$ cat src/rtl/sdram_port_arbiter.sv
// Three-way arbiter in front of the 8-bit SDRAM controller port: download writes,
// CPU reads/writes and cassette reads, one outstanding access at a time.
module sdram_port_arbiter #(
  parameter int              AW       = 22,
  parameter logic [AW-1:0]   CAS_BASE = 22'h040000,
  parameter int              TIMEOUT  = 255
) (
  input  logic          clk_i,
  input  logic          reset_n_i,
  input  logic          dl_req_i,
  input  logic [AW-1:0] dl_addr_i,
  input  logic [7:0]    dl_data_i,
  output logic          dl_ack_o,
  input  logic          cpu_req_i,
  input  logic          cpu_we_i,
  input  logic [AW-1:0] cpu_addr_i,
  input  logic [7:0]    cpu_data_i,
  output logic [7:0]    cpu_data_o,
  output logic          cpu_ack_o,
  input  logic          cas_req_i,
  input  logic [AW-1:0] cas_addr_i,
  output logic [7:0]    cas_data_o,
  output logic          cas_ack_o,
  output logic          mem_req_o,
  output logic          mem_we_o,
  output logic [AW-1:0] mem_addr_o,
  output logic [7:0]    mem_data_o,
  input  logic [7:0]    mem_data_i,
  input  logic          mem_ack_i,
  output logic          timeout_o
);

  localparam int CW = (TIMEOUT < 1) ? 1 : $clog2(TIMEOUT + 1);

  typedef enum logic [1:0] {S_IDLE, S_ISSUE, S_WAIT, S_DONE} state_t;
  typedef enum logic [1:0] {G_NONE, G_DL, G_CPU, G_CAS} gnt_t;

  state_t        state_reg, state_next;
  gnt_t          gnt_reg, gnt_next;
  logic          we_reg, we_next;
  logic [AW-1:0] addr_reg, addr_next;
  logic [7:0]    wdata_reg, wdata_next;
  logic [7:0]    cpu_data_reg, cpu_data_next;
  logic [7:0]    cas_data_reg, cas_data_next;
  logic          timeout_reg, timeout_next;
  logic [CW-1:0] cnt_reg, cnt_next;
  logic          cas_pref_reg, cas_pref_next;
  logic          hold_reg, hold_next;
  logic [AW-1:0] cas_addr_full;

  assign cas_addr_full = CAS_BASE + cas_addr_i;

  always_ff @(posedge clk_i or negedge reset_n_i) begin
    if (!reset_n_i) begin
      state_reg    <= S_IDLE;
      gnt_reg      <= G_NONE;
      we_reg       <= 1'b0;
      addr_reg     <= '0;
      wdata_reg    <= '0;
      cpu_data_reg <= '0;
      cas_data_reg <= '0;
      timeout_reg  <= 1'b0;
      cnt_reg      <= '0;
      cas_pref_reg <= 1'b0;
      hold_reg     <= 1'b0;
    end else begin
      state_reg    <= state_next;
      gnt_reg      <= gnt_next;
      we_reg       <= we_next;
      addr_reg     <= addr_next;
      wdata_reg    <= wdata_next;
      cpu_data_reg <= cpu_data_next;
      cas_data_reg <= cas_data_next;
      timeout_reg  <= timeout_next;
      cnt_reg      <= cnt_next;
      cas_pref_reg <= cas_pref_next;
      hold_reg     <= hold_next;
    end
  end

  always_comb begin
    state_next    = state_reg;
    gnt_next      = gnt_reg;
    we_next       = we_reg;
    addr_next     = addr_reg;
    wdata_next    = wdata_reg;
    cpu_data_next = cpu_data_reg;
    cas_data_next = cas_data_reg;
    timeout_next  = timeout_reg;
    cnt_next      = cnt_reg;
    cas_pref_next = cas_pref_reg;
    hold_next     = 1'b0;
    case (state_reg)
      S_IDLE: begin
        // The first IDLE cycle after an ack grants nothing: the acked requester
        // is still dropping its req, and a held download keeps its priority.
        if (!hold_reg) begin
          if (dl_req_i) begin
            gnt_next   = G_DL;
            we_next    = 1'b1;
            addr_next  = dl_addr_i;
            wdata_next = dl_data_i;
            state_next = S_ISSUE;
          end else if (cpu_req_i && !(cas_req_i && cas_pref_reg)) begin
            gnt_next   = G_CPU;
            we_next    = cpu_we_i;
            addr_next  = cpu_addr_i;
            wdata_next = cpu_data_i;
            state_next = S_ISSUE;
          end else if (cas_req_i) begin
            gnt_next   = G_CAS;
            we_next    = 1'b0;
            addr_next  = cas_addr_full;
            wdata_next = '0;
            state_next = S_ISSUE;
          end
        end
      end
      S_ISSUE: begin
        cnt_next   = '0;
        state_next = S_WAIT;
      end
      S_WAIT: begin
        if (mem_ack_i) begin
          if (!we_reg && gnt_reg == G_CPU) cpu_data_next = mem_data_i;
          if (!we_reg && gnt_reg == G_CAS) cas_data_next = mem_data_i;
          state_next = S_DONE;
        end else if (cnt_reg == CW'(TIMEOUT)) begin
          timeout_next = 1'b1;
          state_next   = S_DONE;
        end else begin
          cnt_next = cnt_reg + 1'b1;
        end
      end
      S_DONE: begin
        if (gnt_reg == G_CPU) cas_pref_next = 1'b1;
        else if (gnt_reg == G_CAS) cas_pref_next = 1'b0;
        hold_next  = 1'b1;
        state_next = S_IDLE;
      end
      default: state_next = S_IDLE;
    endcase
  end

  assign mem_req_o  = (state_reg == S_ISSUE);
  assign mem_we_o   = we_reg;
  assign mem_addr_o = addr_reg;
  assign mem_data_o = wdata_reg;
  assign dl_ack_o   = (state_reg == S_DONE) && (gnt_reg == G_DL);
  assign cpu_ack_o  = (state_reg == S_DONE) && (gnt_reg == G_CPU);
  assign cas_ack_o  = (state_reg == S_DONE) && (gnt_reg == G_CAS);
  assign cpu_data_o = cpu_data_reg;
  assign cas_data_o = cas_data_reg;
  assign timeout_o  = timeout_reg;

endmodule

$ cat config.mk
export PLATFORM = sky130hd
export DESIGN_NAME = sdram_port_arbiter
export DESIGN_NICKNAME = d
export VERILOG_FILES = /design/src/rtl/sdram_port_arbiter.sv
export SDC_FILE = /design/constraint.sdc
export NUM_CORES = 1
export LEC_CHECK = 0
export BUFFER_PORTS_ARGS = -buffer_cell sky130_fd_sc_hd__buf_4
export CORE_MARGIN = 2
export CORE_UTILIZATION = 42
export CTS_BUF_LIST = sky130_fd_sc_hd__clkbuf_16
export DETAILED_ROUTE_END_ITERATION = 10
export GPL_TIMING_DRIVEN = 0
export PLACE_DENSITY = 0.76
export RECOVER_POWER = 25
export SYNTH_ARGS = -nofsm -noshare
export SYNTH_HDL_FRONTEND = slang
export SYNTH_SLANG_ARGS = --single-unit
$ cat constraint.sdc
create_clock -name clk_i -period 1.8 [get_ports clk_i]
set_input_delay 0.36 -clock clk_i [delete_from_list [all_inputs] [get_ports clk_i]]
set_output_delay 0.36 -clock clk_i [all_outputs]
set_load 0.02 [all_outputs]
==> results of run 1 <==
==> through the flow <==
step	setup TNS [ns]	setup WS, ns	instances
2_1_floorplan	0	0.164	349
3_3_place_gp	-1.60	-0.199	595
3_5_place_dp	-1.91	-0.242	595
4_1_cts	0	0.0131	612
5_1_grt	0	0.0114	612
6_report	0	0.0873	612
==> per-layer routing <==
metal	part of all wire [%]	GRT usage [%]
met1	41	26.8
met2	48	35.7
met3	8.1	6.39
met4	2.5	11.1
met5	0	0
==> worst reg2reg max path: cells and delay by family (launching register included) <==
family	cells	cell delay, ns
adders and majority gates	1	0.24
DFF	1	0.40
AOI/OAI and AO/OA	2	0.44
and+or+nand+nor	1	0.18
muxes	1	0.33
==> layout by cell type, fill, tap and decap left out, drive strengths merged, types with 7 or more instances in the layout <==
cell,n
buf,158
mux2,17
dfrtp,62
a31oi,12
nand3,16
a21oi,7
ha,7
nor2,22
nand2,76
inv,8
o21ai,46
and3,21
clkbuf,20
==> worst paths after layout <==
kind	startpoint	to	slack [ns]
max	cnt_reg[0]$_DFFE_PN0P_	state_reg[1]$_DFFE_PN0P_	0.09
min	mem_data_i[1]	cas_data_o[1]$_DFFE_PN0P_	0.27
max reg2reg	cnt_reg[0]$_DFFE_PN0P_	state_reg[1]$_DFFE_PN0P_	0.09
min reg2reg	timeout_o$_DFFE_PN0P_	timeout_o$_DFFE_PN0P_	0.47
max in group asynchronous	reset_n_i	state_reg[0]$_DFFE_PN0P_	0.51
min in group asynchronous	reset_n_i	cnt_reg[5]$_DFFE_PN0P_	0.39
==> cell type report <==
| class | count | area, um^2 |
|---|---|---|
| clock inverters | 7 | 50.0 |
| clock buffers | 9 | 225 |
| fillers | 660 | 2570 |
| multi-input cells | 259 | 1500 |
| repair buffers | 148 | 1110 |
| well taps | 99 | 124 |
| inverters | 7 | 26.3 |
| flip-flops and latches | 62 | 1550 |
| plain buffers | 21 | 141 |
==> cell families after synthesis <==
logic type      after synthesis
flops                        62
fa+ha+maj                     7
xor+xnor                      2
buf+inv                      28
compound gates               81
simple gates                151
mux                          18
==> power by group through the flow <==
| stage | combinational (mW) | sequential, mW | clock, mW |
|---|---|---|---|
| after global placement | 3.50 | 2.36 | 0 |
| after global routing | 3.89 | 2.46 | 1.66 |
| final | 3.57 | 2.38 | 1.56 |
| after floorplan | 1.49 | 2.95 | 0 |
| after detailed placement | 3.56 | 2.39 | 0 |
| after CTS | 3.57 | 2.38 | 1.59 |
==> what timing repair did <==
action | 4_1_cts | 5_1_grt
gates resized for setup | 1 | 8
hold buffers | 0 | 0
buffers inserted | 1 | 0
setup endpoints to repair | 9 | 20
pin swaps | 1 | 0
cloned | 0 | 0
==> results.json, run 1 <==
{
  "status": "finished, final reports clean",
  "avgViaCountPerCell": 5.13,
  "ir_drop_uv": 731,
  "vias": 3138,
  "tightestPinTransition_ns": 1.49,
  "cp.depth": 5,
  "ant_nets": 0,
  "hpwl_um": 6760,
  "path_max_fanout": 8,
  "intPower_mw": 4.53,
  "critPathSlowestCell": "dfrtp_1",
  "die_h_um": 91.1,
  "syn_to_final_growth_pct": 48.2,
  "wl_per_cell_um": 14.6,
  "synth_area_leaders": "dfrtp_1 (49%), nand2_1 (8.9%), mux2_2 (6.0%)",
  "cts_tree": "yes",
  "grt_pass1_vias": 3115,
  "power_frac_clock_pct": 20.8,
  "hp-class": "input pin to register",
  "core_area_um2": 7290,
  "yosys.area.top_type": "dfrtp_1",
  "dieWidth_um": 91.1,
  "grt_max_degree": 63,
  "ys.flop_type": "dfrtp_1",
  "globalRouteOverflowTotal": 0,
  "grt_first_pass_wirelength_um": 14600,
  "syn_area_um2": 3190,
  "cts_made_buffers": 9,
  "ys_ff_latch": 62,
  "drtIter0Drc": 103,
  "drv_slew": 0,
  "io_buffers": 147,
  "finClkSkew_ns": 0.00365,
  "htreeDepth": 3,
  "ioPinCount": 149,
  "p_sw_share_pct": 39.7,
  "start_util_pct": 43.7,
  "syn_nets": 453,
  "p_leak_nw": 2.33,
  "async_flop_share_pct": 100,
  "max_slew_margin_pct": 0.545,
  "p_sw_mw": 2.98,
  "cp_top_family": "compound AO/OA/AOI/OAI gates",
  "synth_compound_gate_area_share_pct": 14.7,
  "antenna_cells": 0,
  "postSynthCellCount": 349,
  "synth-seq-area-share_pct": 48.6,
  "min_period_ns": 1.71,
  "cp_cell_sequence": "ha_1 > nand4_1 > o21ai_4 > o21a_1 > mux2_2",
  "synth_area_per_cell_um2": 9.14,
  "place.gp.congestion": 0.851,
  "grt_use_total_pct": 22.1,
  "hold_ws_ns": 0.273,
  "required_ns": 2.01,
  "worst-r2r-cell-count": 5,
  "synthAdderAreaFrac_pct": 2.75,
  "drcViolationCount": 0,
  "rsz0062_at_grt": "false",
  "synth_cell_types": 42,
  "end_kind": "register",
  "crit_buf_inv": 0,
  "synth.area.mux_share_pct": 6.32,
  "path_class": "register to register",
  "drive_above_1_share_pct": 39.6,
  "row_count": 31,
  "synth_top_family_by_area": "simple AND/OR/NAND/NOR gates",
  "routed_wl_um": 8910,
  "yosys.area_share.simple_pct": 21.9,
  "fin_nets": 612,
  "clk_pin_slew_ns": 0.05,
  "cpPeakStageDelay_ns": 0.40,
  "die_area_um2": 8310,
  "synth-edff-count": 0,
  "cts_sinks": 62,
  "cts_buffer_depth": 2,
  "yosysMostFrequentCell": "nand2_1",
  "hold_depth": 2,
  "synth_common_cells": "nand2_1 (76), dfrtp_1 (62), o21ai_1 (24)",
  "synth.top_cell.area_share_pct": 48.6,
  "fmax_ghz": 0.584,
  "final_cell_area_um2": 4730,
  "synth_xor_area_share_pct": 0.549,
  "period_share_pct": 95.2,
  "grt_antenna_before_repair": 0,
  "setup_viol": 0,
  "crit_path_start_kind": "register",
  "pwr-share-comb_pct": 47.5,
  "fin_util_pct": 64.8,
  "hold_viol": 0,
  "cts-root-buf": "clkbuf_16",
  "placed_area_um2": 4420,
  "yosysWarnings": 0,
  "drt_pass1_iterations": 4,
  "arrival_ns": 1.92,
  "largest_reg_flops": 22,
  "finalPower_mw": 7.51,
  "powerDensity_nw_per_um2": 1590,
  "maxCapViolCount": 0,
  "p_seq_share_pct": 31.7,
  "clk_latency_ns": 0.33
}
Power figures use the tool's default switching activity.
==> inputs of run 2 (changes only) <==
- SLEW_MARGIN: default -> 25
- clock period: 1.8 -> 1.46 ns (I/O delays scaled with it)
==> run 2 against run 1 <==
- register-to-register slack got worse by 0.20 ns
- die area did not move
- critical endpoint is now dl_ack_o
- critical path depth fell by 2
- routed wire length rose by 16%
- largest cell class is now multi-input combinational cells
- non-clock buffer count rose by 27
- the run now ends with setup timing left
- sequential share of layout area fell by 3.8 points
==> results.json, run 2 (synthesized netlist as in run 1, its figures left out) <==
{
  "vias": 3381,
  "ioPinCount": 149,
  "die_area_um2": 8310,
  "globalRoute.busiestLayer": "met2",
  "max_slew_margin_pct": 7.46,
  "gr-usage-met1_pct": 29.0,
  "globalRouteOverflowTotal": 0,
  "worst-r2r-cell-count": 6,
  "avgViaCountPerCell": 5.29,
  "met3_usage_pct": 6.47,
  "drt_pass1_iterations": 4,
  "cts_buffer_depth": 2,
  "largest_reg_flops": 22,
  "crit_path_start_kind": "register",
  "rsz0062_at_grt": "true",
  "wl_per_cell_um": 16.2,
  "hp-class": "input pin to register",
  "ant_nets": 0,
  "cts_sinks": 62,
  "setup_viol": 28,
  "grt_pass1_vias": 3289,
  "dp_slack_ns": -0.345,
  "use_met2_pct": 43.2,
  "finalPower_mw": 11.0,
  "placed_area_um2": 4450,
  "hold_depth": 2,
  "routed_wl_um": 10300,
  "layout.cells.non_filler": 639,
  "p_leak_nw": 2.61,
  "final_common_cell": "buf_4",
  "period_share_pct": 109,
  "powerDensity_nw_per_um2": 2060,
  "drive_above_1_share_pct": 49.3,
  "grt_use_total_pct": 24.5,
  "cts-root-buf": "clkbuf_16",
  "path_class": "register to output port",
  "die_h_um": 91.1,
  "cts_tree": "yes",
  "fin_nets": 639,
  "dpl.cell_count": 595,
  "hold_viol": 0,
  "violations": "setup timing",
  "syn_to_final_growth_pct": 68.1,
  "grt_first_pass_wirelength_um": 16200,
  "core_area_um2": 7290,
  "final_cell_area_um2": 5360,
  "dieWidth_um": 91.1,
  "worst_slack_ns": -0.131,
  "most-common-layout-cells": "buf_4 (160), nand2_1 (74), dfrtp_1 (60)",
  "grt_max_degree": 63,
  "end_kind": "output port",
  "finClkSkew_ns": 0.00638,
  "maxCapViolCount": 0,
  "drtIter0Drc": 155,
  "start_util_pct": 43.7,
  "arrival_ns": 1.30,
  "drv_slew": 0,
  "required_ns": 1.17,
  "clk_latency_ns": 0.33,
  "cts_made_buffers": 9,
  "antenna_cells": 0,
  "io_buffers": 147,
  "path_max_fanout": 4,
  "htreeDepth": 3,
  "hpwl_um": 6840,
  "ir_drop_uv": 1000,
  "grt_antenna_before_repair": 0,
  "tightestPinTransition_ns": 1.39,
  "cts_hold_buffers": 0,
  "clk_pin_slew_ns": 0.06,
  "fmax_ghz": 0.628,
  "status": "finished, violations left",
  "min_period_ns": 1.59,
  "place.gp.congestion": 0.806,
  "drcViolationCount": 0,
  "row_count": 31
}
## run 2: changes by cell type in the layout (fill, tap and decap cells not counted), sizes merged
cell,before,now
buf,158,185
bufinv,0,2
clkinvlp,3,1
clkinv,3,4
inv,8,7
## run 2: metrics by stage
step	TNS [ns]	util (%)	hold WS, ns
2_1_floorplan	-0.601	-	-0.00359
5_1_grt	-3.92	73.5	0.202
3_3_place_gp	-7.72	61.0	0.422
6_report	-1.64	73.5	0.201
3_5_place_dp	-9.12	61.0	0.426
4_1_cts	-1.31	70.4	0.0728
## run 2: timing repair
action	CTS	global route
pin swaps	8	25
gates resized for setup	49	55
buffers inserted	22	5
setup endpoints to repair	62	55
cloned	0	3
hold endpoints to repair	0	0
## run 2: layer usage
| layer | part of all wire [%] | routed length, um |
|---|---|---|
| met3 | 8.2 | 845 |
| met4 | 1.1 | 114 |
| met2 | 54 | 5550 |
| met1 | 37 | 3840 |
| met5 | 0 | 0 |
## run 2: critical path: stages (launching register included)
cell     delay, ns
dfrtp_2       0.45
ha_4          0.20
and3b_1       0.18
buf_6         0.13
## run 2: final cells by class
type / count / area, um^2
Tap cell: 99 / 124
Sequential cell: 62 / 1550
Buffer: 20 / 166
Clock buffer: 9 / 225
Clock inverter: 7 / 98.8
Inverter: 7 / 31.3
Timing Repair Buffer: 176 / 1420
Fill cell: 521 / 1930
Multi-Input combinational cell: 259 / 1750
## run 2: report_power, final
part	total [mW]	leakage (nW)	internal, mW	switching [mW]
sequential	3.05	0.775	2.47	0.576
combinational	5.67	1.68	2.86	2.82
clock	2.30	0.156	1.50	0.801
## run 2: path summary, 6_finish.rpt
path / slack (ns) / startpoint / to
worst max register to register: -0.11 / state_reg[1]$_DFFE_PN0P_ / cas_data_o[1]$_DFFE_PN0P_
worst max-delay path: -0.13 / state_reg[0]$_DFFE_PN0P_ / dl_ack_o
worst min-delay path: 0.20 / mem_data_i[3] / cas_data_o[3]$_DFFE_PN0P_
min in group asynchronous: 0.28 / reset_n_i / cnt_reg[6]$_DFFE_PN0P_
worst min register to register: 0.49 / mem_addr_o[7]$_DFFE_PN0P_ / mem_addr_o[7]$_DFFE_PN0P_
max in group asynchronous: 0.25 / reset_n_i / state_reg[0]$_DFFE_PN0P_
